--- src/rtl/rv_pipe_pkg.sv ---
// Shared pipeline types and defaults for the unified memory port arbiter.
package rv_pipe_pkg;

    typedef enum logic [2:0] {
        IDLE   = 3'd0,
        BUSY_I = 3'd1,
        BUSY_D = 3'd2,
        DRAIN  = 3'd3,
        RESP   = 3'd4
    } arb_state_e;

    localparam int DEFAULT_TIMEOUT      = 16;
    localparam int DEFAULT_MAX_D_STREAK = 4;

    // True in every state that keeps an access outstanding on the memory.
    function automatic logic is_busy(input arb_state_e s);
        return (s == BUSY_I) || (s == BUSY_D) || (s == DRAIN);
    endfunction

endpackage

--- src/rtl/mem_arb_watchdog.sv ---
// Wait-cycle watchdog: armed on grant, expires on the TIMEOUT-th cycle
// spent waiting for mem_ready, disarmed when the access ends.
module mem_arb_watchdog
    import rv_pipe_pkg::*;
#(
    parameter int TIMEOUT = DEFAULT_TIMEOUT
) (
    input  logic clk,
    input  logic reset,
    input  logic start,
    input  logic clear,
    output logic expire
);

    localparam int CW = $clog2(TIMEOUT + 1);

    logic          active_q;
    logic [CW-1:0] count_q;

    // Arm on start, count each waiting cycle, saturate at TIMEOUT.
    // NOTE: async active-low reset lives in the sensitivity list; every state bit gets a reset value.
    always_ff @(posedge clk or negedge reset) begin
        if (!reset) begin
            active_q <= 1'b0;
            count_q  <= '0;
        end else if (clear) begin
            // NOTE: non-blocking assignments so every flop samples pre-edge values.
            active_q <= 1'b0;
            count_q  <= '0;
        end else if (start) begin
            active_q <= 1'b1;
            count_q  <= '0;
        end else if (active_q && (count_q != CW'(TIMEOUT))) begin
            count_q <= count_q + 1'b1;
        end
    end

    assign expire = active_q && (count_q >= CW'(TIMEOUT - 1));

endmodule

--- src/rtl/mem_port_arbiter.sv ---
// Arbitrates instruction fetch and data accesses onto one single-port memory,
// with data priority bounded by a streak limit, flush draining and a watchdog.
module mem_port_arbiter
    import rv_pipe_pkg::*;
#(
    parameter int TIMEOUT      = DEFAULT_TIMEOUT,
    parameter int MAX_D_STREAK = DEFAULT_MAX_D_STREAK
) (
    input  logic        clk,
    input  logic        reset,
    input  logic        if_req,
    input  logic [31:0] if_addr,
    output logic        if_done,
    output logic [31:0] if_rdata,
    input  logic        d_req,
    input  logic        d_we,
    input  logic [31:0] d_addr,
    input  logic [31:0] d_wdata,
    output logic        d_done,
    output logic [31:0] d_rdata,
    input  logic        flush,
    output logic        mem_req,
    output logic        mem_we,
    output logic [31:0] mem_addr,
    output logic [31:0] mem_wdata,
    input  logic [31:0] mem_rdata,
    input  logic        mem_ready,
    output logic        stall_if,
    output logic        stall_mem,
    output logic        err
);

    localparam int SW = $clog2(MAX_D_STREAK + 1);

    arb_state_e    state_q, state_d;
    logic [31:0]   addr_q, wdata_q, rdata_q;
    logic          we_q, fetch_q;
    logic [SW-1:0] streak_q;
    logic          grant_i, grant_d, capture, timeout_hit;
    logic          wd_clear, wd_expire;

    mem_arb_watchdog #(.TIMEOUT(TIMEOUT)) u_watchdog (
        .clk    (clk),
        .reset  (reset),
        .start  (grant_i | grant_d),
        .clear  (wd_clear),
        .expire (wd_expire)
    );

    // Next-state, grant and completion decode.
    always_comb begin
        // NOTE: defaults first so no path leaves a signal unassigned (no latch).
        state_d     = state_q;
        grant_i     = 1'b0;
        grant_d     = 1'b0;
        capture     = 1'b0;
        timeout_hit = 1'b0;
        case (state_q)
            IDLE: begin
                if (d_req && !(if_req && (streak_q == SW'(MAX_D_STREAK)))) begin
                    grant_d = 1'b1;
                    state_d = BUSY_D;
                end else if (if_req) begin
                    grant_i = 1'b1;
                    state_d = BUSY_I;
                end
            end
            BUSY_I: begin
                if (mem_ready) begin
                    capture = 1'b1;
                    state_d = flush ? IDLE : RESP;
                end else if (wd_expire) begin
                    timeout_hit = 1'b1;
                    state_d     = flush ? IDLE : RESP;
                end else if (flush) begin
                    state_d = DRAIN;
                end
            end
            BUSY_D: begin
                if (mem_ready) begin
                    capture = 1'b1;
                    state_d = RESP;
                end else if (wd_expire) begin
                    timeout_hit = 1'b1;
                    state_d     = RESP;
                end
            end
            DRAIN: begin
                if (mem_ready) begin
                    state_d = IDLE;
                end else if (wd_expire) begin
                    timeout_hit = 1'b1;
                    state_d     = IDLE;
                end
            end
            RESP:    state_d = IDLE;
            default: state_d = IDLE;
        endcase
        wd_clear = is_busy(state_q) && !is_busy(state_d);
    end

    // State register.
    always_ff @(posedge clk or negedge reset) begin
        if (!reset) state_q <= IDLE;
        else        state_q <= state_d;
    end

    // Latch the granted request, capture read data, track the sticky error.
    always_ff @(posedge clk or negedge reset) begin
        if (!reset) begin
            addr_q  <= '0;
            wdata_q <= '0;
            we_q    <= 1'b0;
            fetch_q <= 1'b0;
            rdata_q <= '0;
            err     <= 1'b0;
        end else begin
            if (grant_i || grant_d) begin
                addr_q  <= grant_d ? d_addr : if_addr;
                wdata_q <= grant_d ? d_wdata : '0;
                we_q    <= grant_d && d_we;
                fetch_q <= grant_i;
            end
            // Stores return zero; a timed-out access returns zero.
            if (capture)          rdata_q <= we_q ? '0 : mem_rdata;
            else if (timeout_hit) rdata_q <= '0;
            if (timeout_hit)      err <= 1'b1;
        end
    end

    // Count data grants made while a fetch is waiting, saturating at the limit.
    always_ff @(posedge clk or negedge reset) begin
        if (!reset)                                     streak_q <= '0;
        else if (!if_req || grant_i)                    streak_q <= '0;
        else if (grant_d && (streak_q != SW'(MAX_D_STREAK))) streak_q <= streak_q + 1'b1;
    end

    assign mem_req   = is_busy(state_q);
    assign mem_we    = (state_q == BUSY_D) && we_q;
    assign mem_addr  = addr_q;
    assign mem_wdata = wdata_q;

    // A flush arriving in the response cycle cancels the fetch completion.
    assign if_done   = (state_q == RESP) && fetch_q && !flush;
    assign d_done    = (state_q == RESP) && !fetch_q;
    assign if_rdata  = fetch_q ? rdata_q : '0;
    assign d_rdata   = fetch_q ? '0 : rdata_q;

    // Hold requests are gated by reset so every output reads zero while it is asserted.
    assign stall_if  = reset && if_req && !if_done;
    assign stall_mem = reset && d_req && !d_done;

endmodule

--- config.mk ---
export PLATFORM = sky130hd
export DESIGN_NAME = mem_port_arbiter
export DESIGN_NICKNAME = d
export VERILOG_FILES = /design/src/rtl/rv_pipe_pkg.sv /design/src/rtl/mem_arb_watchdog.sv /design/src/rtl/mem_port_arbiter.sv
export SDC_FILE = /design/constraint.sdc
export NUM_CORES = 1
export LEC_CHECK = 0
export ABC_AREA = 0
export ABC_CLOCK_PERIOD_IN_PS = 2600
export CORE_MARGIN = 5
export CORE_UTILIZATION = 40
export DETAILED_ROUTE_END_ITERATION = 16
export GPL_TIMING_DRIVEN = 0
export PLACE_DENSITY = 0.79
export SYNTH_ARGS = -nofsm -noshare
export SYNTH_HDL_FRONTEND = slang
export SYNTH_SLANG_ARGS = --single-unit
--- constraint.sdc ---
create_clock -name clk -period 2.6 [get_ports clk]
set_input_delay 0.39 -clock clk [delete_from_list [all_inputs] [get_ports clk]]
set_output_delay 0.39 -clock clk [all_outputs]
set_load 0.01 [all_outputs]
==> results.ini, run 1 <==
[power_and_ir_drop]
peakVddDrop_mv = 0.673
power_w = 0.0102
pwr_density_cell_mw_per_mm2 = 1170
p_leak_nw = 3.59

[placement]
hpwlAfterDp_um = 14400
portBuffers = 269
placed_cell_area_mm2 = 0.00833
place_congestion = 0.856
place_ws_ns = -0.421

[synth]
synthArstFlopShare_pct = 100
synth_cell_types = 44
yosysSeqAreaShare_pct = 51.5
synthCells = 548
synth-edff-count = 0
synth_area_per_cell_um2 = 9.83
ys.flop_type = dfrtp_1
yosys_register_bits = 111
ys_warn_count = 0
synth_area_mm2 = 0.00539
synth_nets = 688

[timing]
slew_violations = 0
rsz0062_at_grt = false
setup_viol = 0
worst_pin_slew_ns = 0.614
fin_crit_sh_pct = 93.1
max_freq_ghz = 0.413
skew_ns = 0.0128
fin_tns_setup_ns = 0
slew_headroom_pct = 58.8
setup_slack_ns = 0.180
finalHoldViolCount = 0
period_minus_slack_ns = 2.42
holdWs_ns = 0.0428

[setup_path]
reg2reg_from = u_watchdog.count_q[0]
critPathLaunch = fetch_q
end_kind = primary output
cp_slowest_cell = clkdlybuf4s50_1
critPathRequiredTime_ns = 2.21
cp_max_fo = 10
cp.arrival_ns = 2.03
cp_cell_sequence = inv_2, clkbuf_1, nor2_1, clkdlybuf4s50_1
worstSetupPathType = reg -> out
slowest_delay_ns = 0.51
start_kind = flip-flop

[global_routing]
overflow = 0
grt_pass1_wl_um = 30300
grt_antenna_before_repair = 0
grt_usage_pct = 23.4
grt_pass1_vias = 5857
grt_max_degree = 69

[layout]
multi_input_area_mm2 = 0.00220
diodes = 0
mostFrequentLayoutCells = clkdlybuf4s50_1 (267), dfrtp_1 (110), nor2_1 (70)
fillers = 1086
final_cell_area_mm2 = 0.00870
final_common_cell = clkdlybuf4s50_1
drive_gt1_share_pct = 6.58
nNetsFinal = 971
synthToLayoutAreaGrowth_pct = 61.4
regArea_mm2 = 0.00278

[floorplanning]
io_pins = 270
rows = 42
start_util_pct = 40.7
core-area_mm2 = 0.0132
die_height_um = 126
dieWidth_um = 126
die_area_mm2 = 0.0159

[job]
cap_violations = 0

[routing]
drcViolationCount = 0
drt-total-wl_um = 19300
drtIter0Drc = 304
avgViaCountPerCell = 5.49
vias = 5557
ant_nets = 0
dr.pass1.iters = 4
wl_per_cell_um = 19.0

[clock_network]
cts_max_level = 3
clkLatencyLatePin_ns = 0.36
clock_sinks = 111
clockBufferDepth = 2
root_buffer = clkbuf_16
post_cts_buffers = 0
clk_pin_slew_ns = 0.07
cts_made_buffers = 9
cts_tree = yes

[hold_path]
hold_path.class = in -> async

[status]
status = complete, no violations

kinds of logic after synthesis:
kind of cell	count (synthesis)	synth area share, %
AOI/OAI and AO/OA	165	21.4
xor gates and xnor gates	2	0.325
adders and majority gates	5	1.16
buffers and inverters	95	7.64
DFF	111	51.5
muxes	20	3.71
and+or+nand+nor	150	14.2
where the power goes:
part / leakage [nW] / switching [W] / internal, W
registers: 1.40 / 0.000459 / 0.00251
clock network: 0.142 / 0.000641 / 0.000746
logic: 2.05 / 0.00300 / 0.00282
total: 3.59 / 0.00410 / 0.00608
sequential cells by signal, summed over array words and instances (netlist names):
name                 count
state_q                  3
err                      1
u_watchdog.active_q      1
mem_wdata               32
we_q                     1
rdata_q                 32
u_watchdog.count_q       5
streak_q                 3
fetch_q                  1
mem_addr                32
repair_timing:
item	CTS	global route
endpoints found under the hold margin	0	24
setup endpoints to repair	15	4
hold buffers	0	4
gates resized for setup	4	4
gates cloned	0	0
final cells by class:
class	count	area share [%]
Multi-Input combinational cell	342	25.3
Inverter	41	1.77
Clock buffer	10	2.63
Tap cell	176	2.53
Timing Repair Buffer	274	32.1
Buffer	52	2.99
Clock inverter	6	0.705
Sequential cell	111	32.0
worst max-delay path, delay by kind of cell (launching register included):
kind | cells | cell delay, ns
DFF | 1 | 0.49
and+or+nand+nor | 1 | 0.14
buffers and inverters | 3 | 1.05
routing by layer:
| metal | GRT usage, % | routed length, um | vias up |
|---|---|---|---|
| met5 | 0 | 0 | - |
| met4 | 9.91 | 618 | 0 |
| met3 | 7.45 | 1580 | 48 |
| met2 | 38.9 | 9340 | 252 |
| met1 | 28.0 | 7710 | 2699 |
| li1 | - | - | 2558 |
final timing paths:
kind,cells past startpoint,end,slack [ns]
max in group asynchronous,3,mem_wdata[29],1.86
hold reg to reg,1,err,0.47
setup reg to reg,8,u_watchdog.count_q[0],0.49
min in group clk,1,err,0.47
hold / removal,2,mem_addr[18],0.04
setup / recovery,4,if_rdata[2],0.18
stage by stage:
stage	cells	utilization, %
finish	1012	65.7
global route	1012	65.7
CTS	1008	65.1
detailed placement	994	62.9
global placement	993	62.7
floorplan	548	-
cell usage after synthesis, types with 10 or more instances:
cell type  count  share of area, %
inv_1         39               2.7
a32oi_1       33               5.4
nand4_1       35               4.1
mux2i_1       20               3.7
nor2_1        70               4.9
dfrtp_1      111                52
o211ai_1      12               1.7
buf_4         10               1.4
o21ai_1       67               6.2
nand3_1       17               1.6
buf_2         14               1.3
a22o_1        33               5.4
clkbuf_1      28               2.0
Power figures use the tool's default switching activity.
==> run 2: changes to the inputs <==
--- a/config.mk
+++ b/config.mk
@@ -12,6 +12,7 @@
 export DETAILED_ROUTE_END_ITERATION = 16
 export GPL_TIMING_DRIVEN = 0
 export PLACE_DENSITY = 0.79
+export SETUP_SLACK_MARGIN = 0.02
 export SYNTH_ARGS = -nofsm -noshare
 export SYNTH_HDL_FRONTEND = slang
 export SYNTH_SLANG_ARGS = --single-unit
==> results.ini, run 2 (same netlist as run 1, synthesis figures left out) <==
[status]
status = complete, no violations

[floorplanning]
io_pins = 270  ; unchanged
rows = 42  ; unchanged
die_area_mm2 = 0.0159  ; unchanged
start_util_pct = 40.7  ; unchanged
dieWidth_um = 126  ; unchanged
core-area_mm2 = 0.0132  ; unchanged
die_height_um = 126  ; unchanged

[layout]
synthToLayoutAreaGrowth_pct = 61.3  ; about the same
mostFrequentLayoutCells = clkdlybuf4s50_1 (267), dfrtp_1 (110), nor2_1 (70)
diodes = 0  ; unchanged
regArea_mm2 = 0.00278  ; unchanged
final_util_pct = 65.6  ; about the same
drive_gt1_share_pct = 6.58  ; unchanged
nNetsFinal = 971  ; unchanged
fillers = 1087  ; +0.092%
multi_input_area_mm2 = 0.00220  ; unchanged
final_common_cell = clkdlybuf4s50_1
final_cell_area_mm2 = 0.00869  ; about the same

[power_and_ir_drop]
power.internal_w = 0.00608  ; about the same
switching_power_w = 0.00410  ; -0.14%
p_sw_share_pct = 40.3  ; about the same
combPwrFrac_pct = 57.3  ; about the same
pwr_density_cell_mw_per_mm2 = 1170  ; about the same
peakVddDrop_mv = 0.673  ; about the same
power_w = 0.0102  ; about the same
p_leak_nw = 3.58  ; -0.31%
clock_power_share_pct = 13.6  ; about the same
power_frac_seq_pct = 29.2  ; about the same

[setup_path]
r2r-end = u_watchdog.count_q[0]
cp_max_fo = 10  ; unchanged
reg2reg_from = u_watchdog.count_q[0]
end_kind = primary output
ff2ff_path_depth = 8  ; unchanged
critPathRequiredTime_ns = 2.21  ; about the same
rrSetupSlack_ns = 0.48  ; about the same
cp.arrival_ns = 2.03  ; about the same
worstSetupPathType = reg -> out
start_kind = flip-flop

[global_routing]
grt_pass1_vias = 5857  ; unchanged
grt_pass1_wl_um = 30300  ; unchanged
grt_antenna_before_repair = 0  ; unchanged
grt_usage_pct = 23.4  ; unchanged
grt_max_degree = 69  ; unchanged
overflow = 0  ; unchanged

[timing]
period_minus_slack_ns = 2.42  ; +0.00199 ns
worst_pin_slew_ns = 0.608  ; -0.00586 ns
skew_ns = 0.00864  ; -0.00420 ns
slew_violations = 0  ; unchanged
finalHoldViolCount = 0  ; unchanged
max_freq_ghz = 0.413  ; about the same
slew_headroom_pct = 59.2  ; +0.39 points
fin_tns_setup_ns = 0  ; unchanged
fin_crit_sh_pct = 93.1  ; about the same
setup_viol = 0  ; unchanged
rsz0062_at_grt = false
setup_slack_ns = 0.178  ; -0.00199 ns

[clock_network]
cts_max_level = 3  ; unchanged
cts_made_buffers = 9  ; unchanged
root_buffer = clkbuf_16
post_cts_buffers = 0  ; unchanged
clock_sinks = 111  ; unchanged
clk_pin_slew_ns = 0.07  ; about the same
cts_tree = yes
clockBufferDepth = 2  ; unchanged
clkLatencyLatePin_ns = 0.35  ; about the same

[routing]
vias = 5607  ; +0.90%
ant_nets = 0  ; unchanged
dr.pass1.iters = 5  ; +1
drcViolationCount = 0  ; unchanged
avgViaCountPerCell = 5.54  ; +0.90%
wl_per_cell_um = 19.1  ; +0.17%
drt-total-wl_um = 19300  ; +0.17%
drtIter0Drc = 303  ; -0.33%

[placement]
portBuffers = 269  ; unchanged
placed_cell_area_mm2 = 0.00833  ; unchanged
place_congestion = 0.856  ; unchanged
place_ws_ns = -0.421  ; unchanged
hpwlAfterDp_um = 14400  ; unchanged

[job]
cap_violations = 0  ; unchanged

[hold_path]
hold_path.class = in -> async

run 2: changes by cell type in the layout (fill, tap and decap cells not counted):
cell,before,now
dlygate4sd2_1,0,1
dlymetal6s2s_1,1,0
run 2: timing repair:
action	4_1_cts	5_1_grt
hold endpoints to repair	0	24
hold buffers	0	4
resized for setup	5	3
pin swaps	0	0
setup endpoints to repair	32	5
run 2: critical path, cell delays in order (launching register included):
cell	delay [ns]
dfrtp_2	0.49
inv_2	0.19
clkbuf_1	0.35
nor2_1	0.14
clkdlybuf4s50_1	0.51
run 2: cell type report:
class,instances,area share [%]
Buffer,52,2.99
Timing Repair Buffer,274,32.1
Multi-Input combinational cell,342,25.3
Sequential cell,111,32.0
Clock buffer,10,2.63
Clock inverter,6,0.705
Tap cell,176,2.53
Inverter,41,1.77
run 2: worst max-delay path by stage:
stage	slack (ns)	endpoint	from	depth (start not counted)
2_1_floorplan	0.77	u_watchdog.count_q[4]	u_watchdog.count_q[0]	7
3_3_place_gp	-3.73	stall_mem	reset	4
3_5_place_dp	-0.42	stall_mem	d_req	6
4_1_cts	0.04	stall_if	reset	4
5_1_grt	0.05	stall_if	state_q[0]	5
6_report	0.18	if_rdata[2]	fetch_q	4
run 2: power by group through the flow:
| stage | sequential, W | clock, W | combinational (W) |
|---|---|---|---|
| after floorplan | 0.00310 | 0 | 0.00285 |
| after global placement | 0.00292 | 0 | 0.00568 |
| after CTS | 0.00296 | 0.00140 | 0.00584 |
| after detailed placement | 0.00295 | 0 | 0.00584 |
| final | 0.00297 | 0.00138 | 0.00582 |
| after global routing | 0.00306 | 0.00147 | 0.00630 |
run 2: through the flow:
stage          hold slack, ns  std cells
6_report               0.0368       1012
5_1_grt                0.0612       1012
4_1_cts                0.0638       1008
3_5_place_dp            0.437        994
3_3_place_gp            0.452        993
2_1_floorplan          0.0944        548
run 2: per-layer routing:
metal  GRT usage (%)  wire length, um  up-vias
li1                -                -     2565
met1            28.0             7770     2728
met2            38.9             9320      261
met3            7.45             1540       53
met4            9.91              656        0
met5               0                0        -
